`src/rtl/uart_rx_fifo_param.sv`:
```
// Parametrised UART receiver (configurable data/parity/stop bits) feeding a
// receive FIFO, with sticky framing, parity and overrun flags.
module uart_rx_fifo_param #(
   parameter int CLKS_PER_BIT = 434,
   parameter int DATA_BITS    = 8,
   parameter int PARITY_MODE  = 0,
   parameter int STOP_BITS    = 1,
   parameter int DEPTH        = 16,
   localparam int CW          = $clog2(DEPTH + 1)
) (
   input  logic                 clk,
   input  logic                 rst,
   input  logic                 rx_serial,
   input  logic                 rd_en_i,
   output logic [DATA_BITS-1:0] data_o,
   output logic                 empty_o,
   output logic                 full_o,
   output logic [CW-1:0]        count_o,
   output logic                 frame_err_o,
   output logic                 parity_err_o,
   output logic                 overrun_o,
   input  logic                 clr_err_i
);

   localparam int AW  = $clog2(DEPTH);
   localparam int BCW = $clog2(CLKS_PER_BIT);
   localparam int IW  = $clog2(DATA_BITS);

   localparam logic [BCW-1:0] HALF_CNT = BCW'(CLKS_PER_BIT / 2);
   localparam logic [BCW-1:0] LAST_CNT = BCW'(CLKS_PER_BIT - 1);
   localparam logic [IW-1:0]  LAST_IDX = IW'(DATA_BITS - 1);
   localparam logic           LAST_STP = 1'(STOP_BITS - 1);

   localparam logic [2:0] S_IDLE   = 3'd0;
   localparam logic [2:0] S_START  = 3'd1;
   localparam logic [2:0] S_DATA   = 3'd2;
   localparam logic [2:0] S_PARITY = 3'd3;
   localparam logic [2:0] S_STOP   = 3'd4;

   logic                 rx_meta;
   logic                 rxs;
   logic [2:0]           state;
   logic [BCW-1:0]       bit_cnt;
   logic [IW-1:0]        bit_idx;
   logic                 stop_idx;
   logic [DATA_BITS-1:0] shift;
   logic                 frame_bad;
   logic                 push_req;
   logic [DATA_BITS-1:0] push_word;

   logic                 bit_done;
   logic                 par_exp;
   logic                 parity_evt;
   logic                 stop_evt;
   logic                 last_stop;

   logic [DATA_BITS-1:0] mem [DEPTH];
   logic [AW-1:0]        wr_ptr;
   logic [AW-1:0]        rd_ptr;
   logic [CW-1:0]        count_next;
   logic                 pop;
   logic                 push_ok;
   logic                 overrun_evt;

   // Two-flop synchroniser; resets to the idle-high line level.
   always_ff @(posedge clk or negedge rst) begin
      if (!rst) begin
         rx_meta <= 1'b1;
         rxs     <= 1'b1;
      end else begin
         rx_meta <= rx_serial;
         rxs     <= rx_meta;
      end
   end

   assign bit_done   = (bit_cnt == LAST_CNT);
   assign par_exp    = (PARITY_MODE == 2) ? ~(^shift) : ^shift;
   assign parity_evt = (state == S_PARITY) && bit_done && (rxs != par_exp);
   assign stop_evt   = (state == S_STOP) && bit_done && !rxs;
   assign last_stop  = (state == S_STOP) && bit_done && (stop_idx == LAST_STP);

   // NOTE: sequential state uses non-blocking assignments only, so every flop
   // in this block sees the pre-edge values of the others.
   always_ff @(posedge clk or negedge rst) begin
      if (!rst) begin
         state     <= S_IDLE;
         bit_cnt   <= '0;
         bit_idx   <= '0;
         stop_idx  <= 1'b0;
         shift     <= '0;
         frame_bad <= 1'b0;
         push_req  <= 1'b0;
         push_word <= '0;
      end else begin
         push_req <= 1'b0;
         case (state)
            S_IDLE: begin
               if (!rxs) begin
                  state   <= S_START;
                  bit_cnt <= '0;
               end
            end
            S_START: begin
               if (bit_cnt == HALF_CNT) begin
                  bit_cnt <= '0;
                  if (rxs) begin
                     state <= S_IDLE;
                  end else begin
                     state     <= S_DATA;
                     bit_idx   <= '0;
                     frame_bad <= 1'b0;
                  end
               end else begin
                  bit_cnt <= bit_cnt + 1'b1;
               end
            end
            S_DATA: begin
               if (bit_done) begin
                  bit_cnt <= '0;
                  shift   <= {rxs, shift[DATA_BITS-1:1]};
                  bit_idx <= bit_idx + 1'b1;
                  if (bit_idx == LAST_IDX) begin
                     state    <= (PARITY_MODE != 0) ? S_PARITY : S_STOP;
                     stop_idx <= 1'b0;
                  end
               end else begin
                  bit_cnt <= bit_cnt + 1'b1;
               end
            end
            S_PARITY: begin
               if (bit_done) begin
                  bit_cnt <= '0;
                  state   <= S_STOP;
                  if (parity_evt) frame_bad <= 1'b1;
               end else begin
                  bit_cnt <= bit_cnt + 1'b1;
               end
            end
            S_STOP: begin
               if (bit_done) begin
                  bit_cnt <= '0;
                  if (stop_evt) frame_bad <= 1'b1;
                  if (last_stop) begin
                     // Leave at mid-stop so a back-to-back start edge is caught.
                     state     <= S_IDLE;
                     push_req  <= !(frame_bad || stop_evt);
                     push_word <= shift;
                  end else begin
                     stop_idx <= 1'b1;
                  end
               end else begin
                  bit_cnt <= bit_cnt + 1'b1;
               end
            end
            default: state <= S_IDLE;
         endcase
      end
   end

   assign pop         = rd_en_i && !empty_o;
   assign push_ok     = push_req && (!full_o || pop);
   assign overrun_evt = push_req && full_o && !pop;

   // NOTE: every always_comb output gets a default first so no latch is inferred.
   always_comb begin
      count_next = count_o;
      case ({push_ok, pop})
         2'b10:   count_next = count_o + 1'b1;
         2'b01:   count_next = count_o - 1'b1;
         default: count_next = count_o;
      endcase
   end

   always_ff @(posedge clk or negedge rst) begin
      if (!rst) begin
         wr_ptr  <= '0;
         rd_ptr  <= '0;
         count_o <= '0;
         empty_o <= 1'b1;
         full_o  <= 1'b0;
         data_o  <= '0;
      end else begin
         count_o <= count_next;
         empty_o <= (count_next == '0);
         full_o  <= (count_next == CW'(DEPTH));
         if (push_ok) wr_ptr <= wr_ptr + 1'b1;
         if (pop) begin
            rd_ptr <= rd_ptr + 1'b1;
            data_o <= mem[rd_ptr];
         end
      end
   end

   // NOTE: storage array has no reset; occupancy is tracked by count/pointers,
   // and leaving it out keeps the array mappable to RAM.
   always_ff @(posedge clk) begin
      if (push_ok) mem[wr_ptr] <= push_word;
   end

   always_ff @(posedge clk or negedge rst) begin
      if (!rst) begin
         frame_err_o  <= 1'b0;
         parity_err_o <= 1'b0;
         overrun_o    <= 1'b0;
      end else begin
         // A new event in the clear cycle wins over the clear.
         frame_err_o  <= stop_evt    || (frame_err_o  && !clr_err_i);
         parity_err_o <= parity_evt  || (parity_err_o && !clr_err_i);
         overrun_o    <= overrun_evt || (overrun_o    && !clr_err_i);
      end
   end

endmodule

```
`config.mk`:
```
export PLATFORM = sky130hd
export DESIGN_NAME = uart_rx_fifo_param
export DESIGN_NICKNAME = d
export VERILOG_FILES = /design/src/rtl/uart_rx_fifo_param.sv
export SDC_FILE = /design/constraint.sdc
export NUM_CORES = 1
export LEC_CHECK = 0
export CORE_ASPECT_RATIO = 1.1
export CORE_MARGIN = 2
export CORE_UTILIZATION = 45
export CTS_BUF_LIST = sky130_fd_sc_hd__clkbuf_16
export CTS_CLUSTER_SIZE = 16
export DETAILED_ROUTE_END_ITERATION = 8
export GPL_TIMING_DRIVEN = 1
export PLACE_DENSITY = 0.72
export SYNTH_ARGS = -nofsm -noshare
export SYNTH_HDL_FRONTEND = slang
export SYNTH_SLANG_ARGS = --single-unit
```
`constraint.sdc`:
```
create_clock -name clk -period 3.47 [get_ports clk]
set_clock_uncertainty 0.2 [all_clocks]
set_input_delay 0.5205 -clock clk [delete_from_list [all_inputs] [get_ports clk]]
set_output_delay 0.5205 -clock clk [all_outputs]
set_load 0.1 [all_outputs]
```
==> flow_summary.ini, run 1 <==
[yosys]
synth-seq-area-share_pct = 67.0
yosys-top-cells-count = edfxtp_1, dfrtp_1, nand2_1
synth_top_family_by_area = multiplexers
syn_area_sq_um = 8060
synth_nets = 501
synth-compound-area-share_pct = 6.04
yosysTopAreaCell = edfxtp_1
synth_cell_types = 66
synth_simple_gate_area_share_pct = 7.45
ys_warn_count = 0
synth_xor_xnor_area_share_pct = 2.13
yosysMostFrequentCell = edfxtp_1
ys_seq_elements = 190
syn_avg_cell_area_sq_um = 16.6
synthCells = 484
async_flop_share_pct = 32.6
synth-edff-count = 128
synth-main-ff-cell = edfxtp_1
yosysTopAreaCellShare_pct = 47.7
synth_area_leaders = edfxtp_1, dfrtp_1, mux4_2
synthMuxAreaShare_pct = 12.4
synth_adder_area_share_pct = 1.86

[final_layout]
antenna_cells = 0
area_delta_synth_final_pct = 13.1
final_cell_area_sq_um = 9110
nNetsFinal = 542
drive_above_1_share_pct = 21.0

[detailed_routing]
drtAntennaViolNets = 0
vias_per_cell = 5.49
vias = 4259
wl_per_cell_microns = 18.4
drt-initial-drc-count = 296
drc = 0
drtPass1Iterations = 4
drt_wl_total_microns = 14300

[clock_network]
cts_root_buf = clkbuf_16
ctsHoldBuffers = 0
cts_buffer_depth = 2
cts_tree = built
clock_sinks = 190
worstSkewPairLatency_ns = 0.44
post_cts_buffers = 0
cts_buffers = 17
cts_resized = 0
cts.reportedPaths.clkPinSlew_ns = 0.07
ctsHtreeMaxLevel = 4

[sta]
rsz0062_at_grt = false
slew_headroom_pct = 34.3
slew_viol_final = 0
finalCritPeriodShare_pct = 85.8
final-setup-viol-count = 0
max_freq_ghz = 0.336
tightest_slew_ns = 0.983
finalCriticalPeriod_ns = 2.98
hold_violations = 0
setup-tns-final_ns = 0

[power]
total_power_mw = 5.53
p_sw_share_pct = 30.5
p_leak_nw = 3.74
powerDensity_nw_per_um2 = 606
power.switching_mw = 1.69
irDropWorstVdd_v = 0.000377
power_frac_comb_pct = 17.2
p_seq_share_pct = 47.9
p_int_mw = 3.84
p_clk_share_pct = 34.9

[global_route]
grt_max_degree = 63
overflow = 0
grt_pass1_vias = 4350
grt_pass1_wl_microns = 23200
grt_usage_pct = 16.3
antenna_found_initial = 0

[die]
core_sq_um = 17600
die_area_sq_um = 19000
dieHeight_microns = 144
num_rows = 51
pin_count = 23
die_w_microns = 132
initial_core_util_pct = 45.8

[worst_setup_path]
arrival_ns = 3.13
endpoint_kind = flop
crit_fanout = 20
start_kind = flop
worstSetupPathType = flop to flop
ff2ff_path_depth = 11
crit_required_ns = 3.62

[placement]
dp_hpwl_microns = 9440
gp_congestion = 0.838
io_buffers = 22
place_area_sq_um = 8520

[job]
drv_cap = 0

[hold_path]
hp-class = primary input to asynchronous set/reset pin

[status]
status = completed
==> worst max-delay path, cell delays in order, from the launching register on <==
cell and delay (ns):
dfstp_2 0.53, nand2b_1 0.11, buf_4 0.25, inv_1 0.15
ha_1 0.24, xor2_1 0.17, ha_1 0.24, o21ai_0 0.10
a221oi_1 0.26, o211ai_1 0.16, xnor2_1 0.27, nor3b_1 0.21
==> registers in the layout (all words and copies together), names as in the netlist <==
| signal | count |
|---|---|
| bit_cnt | 9 |
| bit_idx | 3 |
| count_o | 5 |
| data_o | 8 |
| empty_o | 1 |
| frame_bad | 1 |
| frame_err_o | 1 |
| full_o | 1 |
| mem | 128 |
| overrun_o | 1 |
| parity_err_o | 1 |
| push_req | 1 |
| push_word | 8 |
| rd_ptr | 4 |
| rx_meta | 1 |
| rxs | 1 |
| shift | 8 |
| state | 3 |
| stop_idx | 1 |
| wr_ptr | 4 |
==> through the flow <==
step	setup slack (ns)	utilization (%)	hold WS [ns]	cells
finish	0.492	51.8	0.0493	776
global route	0.146	51.8	0.126	776
CTS	0.497	51.8	0.0744	776
floorplan	0.214	-	0.0249	484
global placement	0.287	48.4	0.148	744
detailed placement	0.135	48.4	0.154	744
==> per-layer routing <==
metal / up-vias / global-route usage, % / wire [microns] / part of all wire, %
met3: 19 / 3.61 / 459 / 3.2
met5: - / 0 / 0 / 0
met1: 2198 / 19.0 / 6070 / 42
met2: 76 / 29.4 / 7580 / 53
li1: 1966 / - / - / -
met4: 0 / 6.52 / 201 / 1.4
==> logic make-up (layout without fill, tap and decap cells) <==
| group | Yosys count | in the layout |
|---|---|---|
| buf+inv | 33 | 87 |
| fa+ha+maj | 12 | 12 |
| mux | 53 | 53 |
| xor+xnor | 18 | 18 |
| simple gates | 108 | 108 |
| flops | 190 | 190 |
| compound gates | 70 | 70 |
==> final timing paths <==
| kind | from | to | slack (ns) |
|---|---|---|---|
| min in group clk | rx_meta | rxs | 0.16 |
| worst min-delay path | rst | bit_cnt[3] | 0.05 |
| worst min register to register | rx_meta | rxs | 0.16 |
| max in group asynchronous | rst | rd_ptr[0] | 2.46 |
| worst max-delay path | empty_o | full_o | 0.49 |
| worst max register to register | empty_o | full_o | 0.49 |
==> power groups by stage <==
stage / Clock [mW] / Combinational (mW) / Sequential (mW)
after floorplan: 0 / 0.713 / 2.82
after global placement: 0 / 0.932 / 2.70
after detailed placement: 0 / 0.961 / 2.70
after CTS: 1.97 / 0.959 / 2.66
after global routing: 2.06 / 1.01 / 2.67
final: 1.93 / 0.952 / 2.65
==> placed cells by master, fill, tap and decap left out, types with 3 or more instances in the layout <==
cell type	synthesis	routed
nand2_1	31	31
dfstp_2	3	3
a221oi_1	8	8
buf_4	2	28
inv_8	0	6
a31oi_1	3	3
a21oi_1	5	5
inv_6	0	4
nor3b_1	9	9
nand3_1	3	3
ha_1	12	12
mux2_2	16	16
o21ai_0	16	16
mux2i_1	3	3
nand2b_1	5	5
and3_1	6	6
a21o_1	5	5
mux4_2	21	21
xnor2_1	13	13
dfrtp_1	59	58
inv_1	11	12
o22ai_1	3	3
clkbuf_16	0	17
xor2_1	4	4
nor2b_1	5	5
o21ai_1	8	8
mux4_1	11	11
clkdlybuf4s50_1	0	14
edfxtp_1	128	128
nor2_1	21	21
a22o_1	10	10
nor3_1	6	6
==> cell type report <==
| type | count | area, sq um |
|---|---|---|
| Clock buffer | 17 | 425 |
| Tap cell | 238 | 298 |
| Multi-Input combinational cell | 261 | 2410 |
| Inverter | 11 | 41.3 |
| Fill cell | 1448 | 8500 |
| Timing Repair Buffer | 44 | 375 |
| Clock inverter | 15 | 168 |
| Sequential cell | 190 | 5400 |
No activity file was read; power rests on OpenSTA's default activity.
==> run 2: changes to the inputs <==
- GPL_ROUTABILITY_DRIVEN: not set -> 0
==> results of run 2 <==
Same layout as run 1: the final DEF is identical, and so are final timing and power.
